===== src/rtl/lc3Pkg.sv =====
// Shared LC-3 types and constants for the memory interface: FSM states,
// device register addresses and the device-address decode helper.
package lc3Pkg;

  typedef enum logic [1:0] {
    IDLE = 2'd0,
    MEM  = 2'd1,
    DEV  = 2'd2,
    DONE = 2'd3
  } MemIfStates;

  localparam logic [15:0] ADDR_KBSR = 16'hFE00;
  localparam logic [15:0] ADDR_KBDR = 16'hFE02;
  localparam logic [15:0] ADDR_DSR  = 16'hFE04;
  localparam logic [15:0] ADDR_DDR  = 16'hFE06;
  localparam logic [15:0] ADDR_MCR  = 16'hFFFE;

  // Only the five named registers are devices; the rest of xFExx falls through to memory.
  function automatic logic is_dev_addr(input logic [15:0] addr);
    return (addr == ADDR_KBSR) || (addr == ADDR_KBDR) || (addr == ADDR_DSR) ||
           (addr == ADDR_DDR)  || (addr == ADDR_MCR);
  endfunction

endpackage


===== src/rtl/lc3_mmio_regs.sv =====
// LC-3 device registers (KBSR, KBDR, DSR, DDR, MCR) with keyboard/display
// handshakes and the keyboard interrupt request.
module lc3_mmio_regs
  import lc3Pkg::*;
(
  input  logic        clk,
  input  logic        rst,
  input  logic        acc_i,
  input  logic        we_i,
  input  logic [15:0] addr_i,
  input  logic [15:0] wdata_i,
  output logic [15:0] rdata_o,
  input  logic        kbd_valid_i,
  input  logic [7:0]  kbd_data_i,
  output logic        dsp_valid_o,
  output logic [7:0]  dsp_data_o,
  input  logic        dsp_ready_i,
  output logic        kbd_int_o,
  output logic        run_o
);

  logic        kbd_rdy_q, kbd_rdy_d;
  logic        kbd_ie_q, kbd_ie_d;
  logic [7:0]  kbdr_q, kbdr_d;
  logic        dsp_vld_q, dsp_vld_d;
  logic [7:0]  dsp_data_q, dsp_data_d;
  logic [15:0] mcr_q, mcr_d;

  logic wr_kbsr, rd_kbdr, wr_ddr, wr_mcr;

  assign wr_kbsr = acc_i &  we_i & (addr_i == ADDR_KBSR);
  assign rd_kbdr = acc_i & ~we_i & (addr_i == ADDR_KBDR);
  assign wr_ddr  = acc_i &  we_i & (addr_i == ADDR_DDR);
  assign wr_mcr  = acc_i &  we_i & (addr_i == ADDR_MCR);

  always_comb begin
    kbd_rdy_d  = kbd_rdy_q;
    kbd_ie_d   = kbd_ie_q;
    kbdr_d     = kbdr_q;
    dsp_vld_d  = dsp_vld_q;
    dsp_data_d = dsp_data_q;
    mcr_d      = mcr_q;

    // A keystroke landing on the same cycle as a KBDR read wins, so it is not lost.
    if (rd_kbdr)     kbd_rdy_d = 1'b0;
    if (kbd_valid_i) begin
      kbd_rdy_d = 1'b1;
      kbdr_d    = kbd_data_i;
    end
    if (wr_kbsr) kbd_ie_d = wdata_i[14];

    if (dsp_vld_q && dsp_ready_i) dsp_vld_d = 1'b0;
    if (wr_ddr) begin
      dsp_vld_d  = 1'b1;
      dsp_data_d = wdata_i[7:0];
    end

    if (wr_mcr) mcr_d = wdata_i;
  end

  always_comb begin
    rdata_o = 16'h0000;
    case (addr_i)
      ADDR_KBSR: rdata_o = {kbd_rdy_q, kbd_ie_q, 14'b0};
      ADDR_KBDR: rdata_o = {8'h00, kbdr_q};
      ADDR_DSR:  rdata_o = {~dsp_vld_q, 15'b0};
      ADDR_MCR:  rdata_o = mcr_q;
      default:   rdata_o = 16'h0000;
    endcase
  end

  always_ff @(posedge clk or posedge rst) begin
    if (rst) begin
      kbd_rdy_q  <= 1'b0;
      kbd_ie_q   <= 1'b0;
      kbdr_q     <= 8'h00;
      dsp_vld_q  <= 1'b0;
      dsp_data_q <= 8'h00;
      mcr_q      <= 16'h8000;
    end else begin
      kbd_rdy_q  <= kbd_rdy_d;
      kbd_ie_q   <= kbd_ie_d;
      kbdr_q     <= kbdr_d;
      dsp_vld_q  <= dsp_vld_d;
      dsp_data_q <= dsp_data_d;
      mcr_q      <= mcr_d;
    end
  end

  assign dsp_valid_o = dsp_vld_q;
  assign dsp_data_o  = dsp_data_q;
  assign kbd_int_o   = kbd_rdy_q & kbd_ie_q;
  assign run_o       = mcr_q[15];

endmodule


===== src/rtl/lc3_mem_if.sv =====
// LC-3 memory / MMIO interface: access FSM, fixed-latency external memory port
// and the device register block.
module lc3_mem_if
  import lc3Pkg::*;
#(
  parameter int MEM_LATENCY = 2,
  parameter int ADDR_W      = 16
) (
  input  logic              clk,
  input  logic              rst,
  input  logic              memEN,
  input  logic              memWE,
  input  logic [ADDR_W-1:0] MAR,
  input  logic [15:0]       MDR,
  output logic              memRDY,
  output logic [15:0]       rdata,
  output logic              mem_ce,
  output logic              mem_we,
  output logic [ADDR_W-1:0] mem_addr,
  output logic [15:0]       mem_wdata,
  input  logic [15:0]       mem_rdata,
  input  logic              kbd_valid,
  input  logic [7:0]        kbd_data,
  output logic              dsp_valid,
  output logic [7:0]        dsp_data,
  input  logic              dsp_ready,
  output logic              kbd_int,
  output logic              run
);

  localparam logic [3:0] LAT = 4'(MEM_LATENCY);

  MemIfStates        state_q, state_d;
  logic [3:0]        cnt_q, cnt_d;
  logic [ADDR_W-1:0] addr_q, addr_d;
  logic [15:0]       wdata_q, wdata_d;
  logic              we_q, we_d;
  logic              ce_q, ce_d;
  logic [15:0]       rdata_q, rdata_d;
  logic [15:0]       dev_rdata;
  logic              dev_acc;

  assign dev_acc = (state_q == DEV);

  always_comb begin
    state_d = state_q;
    cnt_d   = cnt_q;
    addr_d  = addr_q;
    wdata_d = wdata_q;
    we_d    = we_q;
    ce_d    = 1'b0;
    rdata_d = rdata_q;

    case (state_q)
      IDLE: begin
        if (memEN) begin
          addr_d  = MAR;
          wdata_d = MDR;
          we_d    = memWE;
          cnt_d   = 4'd0;
          if (is_dev_addr(MAR)) begin
            state_d = DEV;
          end else begin
            state_d = MEM;
            ce_d    = 1'b1;
          end
        end
      end
      // Counter runs from the mem_ce cycle; data is sampled once LAT cycles have elapsed.
      MEM: begin
        if (cnt_q == LAT) begin
          if (!we_q) rdata_d = mem_rdata;
          state_d = DONE;
        end else begin
          cnt_d = cnt_q + 4'd1;
        end
      end
      DEV: begin
        if (!we_q) rdata_d = dev_rdata;
        state_d = DONE;
      end
      DONE:    state_d = IDLE;
      default: state_d = IDLE;
    endcase
  end

  always_ff @(posedge clk or posedge rst) begin
    if (rst) begin
      state_q <= IDLE;
      cnt_q   <= 4'd0;
      addr_q  <= '0;
      wdata_q <= 16'h0000;
      we_q    <= 1'b0;
      ce_q    <= 1'b0;
      rdata_q <= 16'h0000;
    end else begin
      state_q <= state_d;
      cnt_q   <= cnt_d;
      addr_q  <= addr_d;
      wdata_q <= wdata_d;
      we_q    <= we_d;
      ce_q    <= ce_d;
      rdata_q <= rdata_d;
    end
  end

  assign memRDY    = (state_q == DONE);
  assign rdata     = rdata_q;
  assign mem_ce    = ce_q;
  assign mem_we    = ce_q & we_q;
  assign mem_addr  = addr_q;
  assign mem_wdata = wdata_q;

  lc3_mmio_regs u_mmio (
    .clk         (clk),
    .rst         (rst),
    .acc_i       (dev_acc),
    .we_i        (we_q),
    .addr_i      (addr_q),
    .wdata_i     (wdata_q),
    .rdata_o     (dev_rdata),
    .kbd_valid_i (kbd_valid),
    .kbd_data_i  (kbd_data),
    .dsp_valid_o (dsp_valid),
    .dsp_data_o  (dsp_data),
    .dsp_ready_i (dsp_ready),
    .kbd_int_o   (kbd_int),
    .run_o       (run)
  );

endmodule


===== config.mk =====
export PLATFORM = sky130hd
export DESIGN_NAME = lc3_mem_if
export DESIGN_NICKNAME = d
export VERILOG_FILES = /design/src/rtl/lc3Pkg.sv /design/src/rtl/lc3_mmio_regs.sv /design/src/rtl/lc3_mem_if.sv
export SDC_FILE = /design/constraint.sdc
export NUM_CORES = 1
export LEC_CHECK = 0
export ABC_AREA = 1
export BUFFER_PORTS_ARGS = -buffer_cell sky130_fd_sc_hd__buf_4
export CAP_MARGIN = 20
export CORE_MARGIN = 2
export CORE_UTILIZATION = 30
export CTS_BUF_LIST = sky130_fd_sc_hd__clkbuf_8
export CTS_CLUSTER_DIAMETER = 120
export DETAILED_ROUTE_END_ITERATION = 7
export GPL_TIMING_DRIVEN = 0
export PLACE_DENSITY_LB_ADDON = 0.08
export SLEW_MARGIN = 20
export SYNTH_ARGS = -nofsm -noshare
export SYNTH_HDL_FRONTEND = slang
export SYNTH_SLANG_ARGS = --single-unit

===== constraint.sdc =====
create_clock -name clk -period 3.88 [get_ports clk]
set_input_delay 1.164 -clock clk [delete_from_list [all_inputs] [get_ports clk]]
set_output_delay 1.164 -clock clk [all_outputs]
set_load 0.005 [all_outputs]

Word level (Yosys, flattened, before mapping)
Index checks and enable logic that the tools add are counted.
Cells by class
  eq/ne operators: 19
  reduce and logical (&&, ||, !) cells: 14
  $add $sub $neg: 1
  multiplexer cells: 19
  $mul: 0
  div/mod/pow operators: 0
  magnitude comparators: 0
  shift-type cells: 0
  bitwise operators: 10
Operator list (number)
  16-bit equality test (second input constant): 10
  16-bit one-hot mux with 4 select lines: 1
  16-bit two-way mux: 3
  16-bit one-hot mux with 2 select lines: 1
  2-bit != test (second input constant): 5
  1-bit AND: 8
  4-bit two-way mux: 2
  2-bit one-hot mux with 4 select lines: 1
  4-bit one-hot mux with 2 select lines: 1
  2-bit nonzero test: 4
  1-bit two-way mux: 7
  2-bit two-way mux: 3
  4-bit by 1-bit adder with 4-bit output (second input constant): 1
  2-bit equality test (second input constant): 2
  4-bit by 2-bit equality test with 1-bit output (second input constant): 1
  1-bit logical OR: 4
  2-bit AND reduction: 2
  4-bit AND reduction: 1
  3-bit AND reduction: 1
  2-bit by 1-bit equality test with 1-bit output (second input constant): 1
  2-bit zero test: 1
  1-bit inverter: 2
  1-bit logical AND: 1
Word-level totals
  memories kept: 0
  bits in latches: 0
  register bits: 91
  word-level logic and storage cells: 76
  memory bits (read-only): 0
  bits in writable memories: 0
  bits of input ports: 62

Longest topological paths before layout
  depth after elaboration: 8
  gate-level depth with buffers: 11
  mapped depth without buffers: 11

Hierarchy
From an unflattened synthesis, not the netlist that was laid out.
Unflattened totals
  cell total of the unflattened synthesis: 477
  area total of the unflattened synthesis: 4408.0 um^2
Modules (own cells, without submodules)
  lc3_mem_if: cells an instance 236, area an instance 2597.5 um^2, instances 1
  lc3_mmio_regs: cells an instance 241, area an instance 1810.5 um^2, instances 1

Worst setup path before layout
OpenSTA, ideal clock, no wires.
  kind: in2reg
  from: input memEN
  to: register addr_q[1], in the netlist mem_addr[1]
  path slack: 1.996 ns
  required time: 3.747 ns
  library setup time: 0.133 ns
  arrival: 1.751 ns
  stages on the path: 4
  cell sequence: nand2_1 -> inv_2 -> clkbuf_1 -> o21ai_0
On the way
  cells in the longest elaborated chain, start to end: 1
RTL lines
  start, declared: RTL line lc3_mem_if.sv:11  | input logic memEN,
  2-bit AND reduction (no line)
  end signal, assigned: RTL line lc3_mem_if.sv:99  | addr_q <= addr_d;
  end, declared: RTL line lc3_mem_if.sv:35  | logic [ADDR_W-1:0] addr_q, addr_d;
Every way passes these cells.
A chain may end at the register's enable or synchronous reset.

Final worst setup path
  from: register state_q[0]
  to: output memRDY
On the way
  cells in the longest elaborated chain, start to end: 1
RTL lines
  start, declared: RTL line lc3_mem_if.sv:33  | MemIfStates state_q, state_d;
  start signal, assigned: RTL line lc3_mem_if.sv:97  | state_q <= state_d;
  2-bit equality test: RTL line lc3_mem_if.sv:107  | assign memRDY = (state_q == DONE);
  end, declared: RTL line lc3_mem_if.sv:15  | output logic memRDY,
Every way passes these cells.

==> summary.txt <==
Critical path
  – Worst Path Required: 2.72 ns
  – Setup Crit Path Kind: reg2out
  – Reg2Reg Launch Point: state_q[0]$_DFFE_PP0P_
  – Critical Path Start Type: flop
  – Worst Setup SP: state_q[0]$_DFFE_PP0P_
  – Critical path endpoint category: output pin
  – Arrival @ worst endpoint: 1.12 ns
  – Crit-path max FO: 4

Yosys
  – Syn Inst Count: 512
  – Synth Area in Compound Gates: 11.5%
  – Area leader, netlist: dfrtp_1
  – Library cells used by synthesis: 33
  – Mean Syn Cell Area: 8.53 um2
  – Post-Synth Simple-Gate Area: 27.0%
  – Proportion of netlist area held by the largest area contributor: 51.5%
  – Top_reg_cell synth: dfrtp_1
  – Post-synthesis xor/xnor area fraction: 0.401%
  – Synth Cell Area: 4370 um2
  – Share of flip-flops with an asynchronous set or reset: 100%
  – Commonest cells in the netlist: nand2_1, dfrtp_1, inv_1
  – Adder-cell share of the synthesized area: 2.00%
  – Synth Register Bits: 91
  – Largest family of logic cells by synthesized area: simple AND/OR/NAND/NOR gates
  – Synth warn: 0
  – Most area-consuming cells after synthesis: dfrtp_1, nand2_1, o21ai_2
  – Number of flops mapped to enable cells by yosys: 0
  – Multiplexer share of the synthesized area: 0%
  – Mapped Nets: 581
  – Count leader, synth: nand2_1
  – Fraction of the yosys area taken by sequential cells: 52.1%

Final layout
  – Nets@finish: 716
  – Layout cells sized above 1: 32.2%
  – Multi-input gate area: 1790 um2
  – Area Overhead vs Synth: 31.3%
  – Fill cell count: 1517
  – Final Util: 39.9%
  – Antenna Cells: 0
  – Register area: 2280 um2

CTS
  – Post-CTS Setup Inserts: 0
  – Worst-Skew Late Latency: 0.37 ns
  – H-Tree Depth: 3
  – Number of hold buffers added after CTS: 0
  – # resized after CTS: 0
  – Clock Path Buffers: 2
  – CTS Sinks: 91
  – CTS Root Cell: clkbuf_8
  – CTS tree: built
  – TritonCTS buffer count: 9
  – Clock-pin transition on the worst setup and hold timing paths: 0.08 ns

Place
  – Global placement routability congestion: 0.760
  – DPL Wire Length: 9040 um
  – Port buffer count: 123

Detailed routing
  – Initial DRC count: 202
  – DRC Markers: 0
  – WL per Instance: 14.1 um
  – Vias per Instance: 4.43
  – ANT nets after route: 0
  – DRT Pass-1 Iters: 4
  – DR vias: 3696
  – Routed WL: 11800 um

Global routing
  – First-pass GRT wire length: 19500 um
  – Pin count of the biggest net entering global routing: 48
  – All-layer global routing usage: 15.8%
  – Vias in the first global route: 3768
  – Congestion Overflow GR: 0
  – Antenna violations before repair: 0

Timing
  – Fin. Hold Viols: 0
  – Tcrit/Tclk final: 58.9%
  – Tightest hold margin: 0.481 ns
  – RSZ-0062 raised after global routing: false
  – Final setup viols: 0
  – Clock skew: 0.00798 ns
  – Slew Viols, Final: 0
  – Slew margin rel.: 62.9%
  – Worst slew pin tran: 0.557 ns
  – Achievable Freq: 0.438 GHz
  – Tmin final: 2.29 ns

Power and ir drop
  – Maximum vdd drop: 0.000257 V
  – Power density over cell area: 624 nW/um2
  – Pleak: 0.00297 uW

Floorplanning
  – Ports: 124
  – DIE AREA: 15500 um2
  – Core Area: 14400 um2
  – Die width: 125 um
  – Num rows: 44
  – Initial Utilization: 30.4%
  – Height of the die: 125 um

Status
  – Status: finished clean

Min path
  – Min-Delay Path Class: reg2reg
  – HP Start: u_mmio.mcr_q[9]$_DFFE_PP0P_

Flow run
  – Max Cap Viol: 0
## state kept, by name, indices dropped and copies added, names as in the netlist
signal	count
u_mmio.kbd_rdy_q	1
mem_ce	1
we_q	1
rdata	16
u_mmio.kbdr_q	8
u_mmio.dsp_data_o	8
cnt_q	4
mem_wdata	16
u_mmio.kbd_ie_q	1
mem_addr	16
u_mmio.dsp_valid_o	1
state_q	2
u_mmio.mcr_q	16
## per-layer routing
metal / track usage, % / wire length (um) / vias up
met2: 25.4 / 5450 / 82
met4: 5.95 / 200 / 0
met3: 3.22 / 546 / 12
met1: 21.1 / 5560 / 1720
li1: - / - / 1882
met5: 0 / 0 / -
## placed cells by master (no fill, tap or decap), types with 3 or more instances in the layout
| master | Yosys | layout |
|---|---|---|
| dfrtp_1 | 90 | 90 |
| nor2_1 | 23 | 23 |
| clkinv_2 | 3 | 5 |
| buf_6 | 6 | 6 |
| nor2_2 | 5 | 5 |
| nand4_1 | 4 | 4 |
| clkbuf_8 | 0 | 10 |
| ha_1 | 7 | 7 |
| nor2_4 | 3 | 3 |
| nand2_4 | 3 | 3 |
| inv_1 | 41 | 41 |
| o21ai_0 | 27 | 27 |
| o31ai_1 | 3 | 3 |
| a21oi_1 | 13 | 13 |
| clkbuf_1 | 7 | 7 |
| buf_2 | 3 | 3 |
| nand2_1 | 197 | 197 |
| o21ai_1 | 5 | 5 |
| buf_4 | 0 | 123 |
| nand3_1 | 20 | 20 |
| o21ai_2 | 26 | 26 |
| inv_2 | 5 | 5 |
| nand2_2 | 9 | 9 |
## critical path: stages (launching register included)
cell,delay [ns]
dfrtp_1,0.42
ha_1,0.21
buf_4,0.13
## cell families after synthesis
| group | Yosys count |
|---|---|
| simple gates | 269 |
| flops | 91 |
| compound gates | 77 |
| buf+inv | 66 |
| fa+ha+maj | 7 |
| xor+xnor | 2 |
## path summary, 6_finish.rpt
path	to	slack [ns]	cells past startpoint
setup / recovery	memRDY	1.59	2
hold / removal	u_mmio.mcr_q[9]$_DFFE_PP0P_	0.48	2
setup reg to reg	u_mmio.dsp_data_o[7]$_DFFE_PP0P_	1.99	11
hold reg to reg	u_mmio.mcr_q[9]$_DFFE_PP0P_	0.48	2
min in group asynchronous	rdata[0]$_DFFE_PP0P_	0.80	2
max in group asynchronous	u_mmio.dsp_valid_o$_DFFE_PP0P_	2.50	3
## cell type report
| type | instances | area share [%] |
|---|---|---|
| plain buffers | 16 | 1.90 |
| clock inverters | 4 | 0.763 |
| clock buffers | 10 | 2.40 |
| flip-flops and latches | 91 | 39.7 |
| multi-input cells | 355 | 31.2 |
| repair buffers | 124 | 16.6 |
| inverters | 50 | 3.47 |
| well taps | 184 | 4.01 |
## report_power, final
group / internal, uW / leakage (uW) / switching (uW)
Clock: 304 / 0.0000992 / 340
Combinational: 646 / 0.00171 / 798
Sequential: 1230 / 0.00116 / 258
Total: 2190 / 0.00297 / 1400
## per-stage QoR
stage          power (uW)  TNS [ns]  cell area, um2  instances  worst slack [ns]
2_1_floorplan        2280         0            4370        512             0.354
3_3_place_gp         2960    -84.13            5520        819            -0.942
3_5_place_dp         2990         0            5560        820              1.44
4_1_cts              3650         0            5740        834              1.57
5_1_grt              3890         0            5740        834              1.54
6_report             3580         0            5740        834              1.59
No activity file was read; power rests on OpenSTA's default activity.
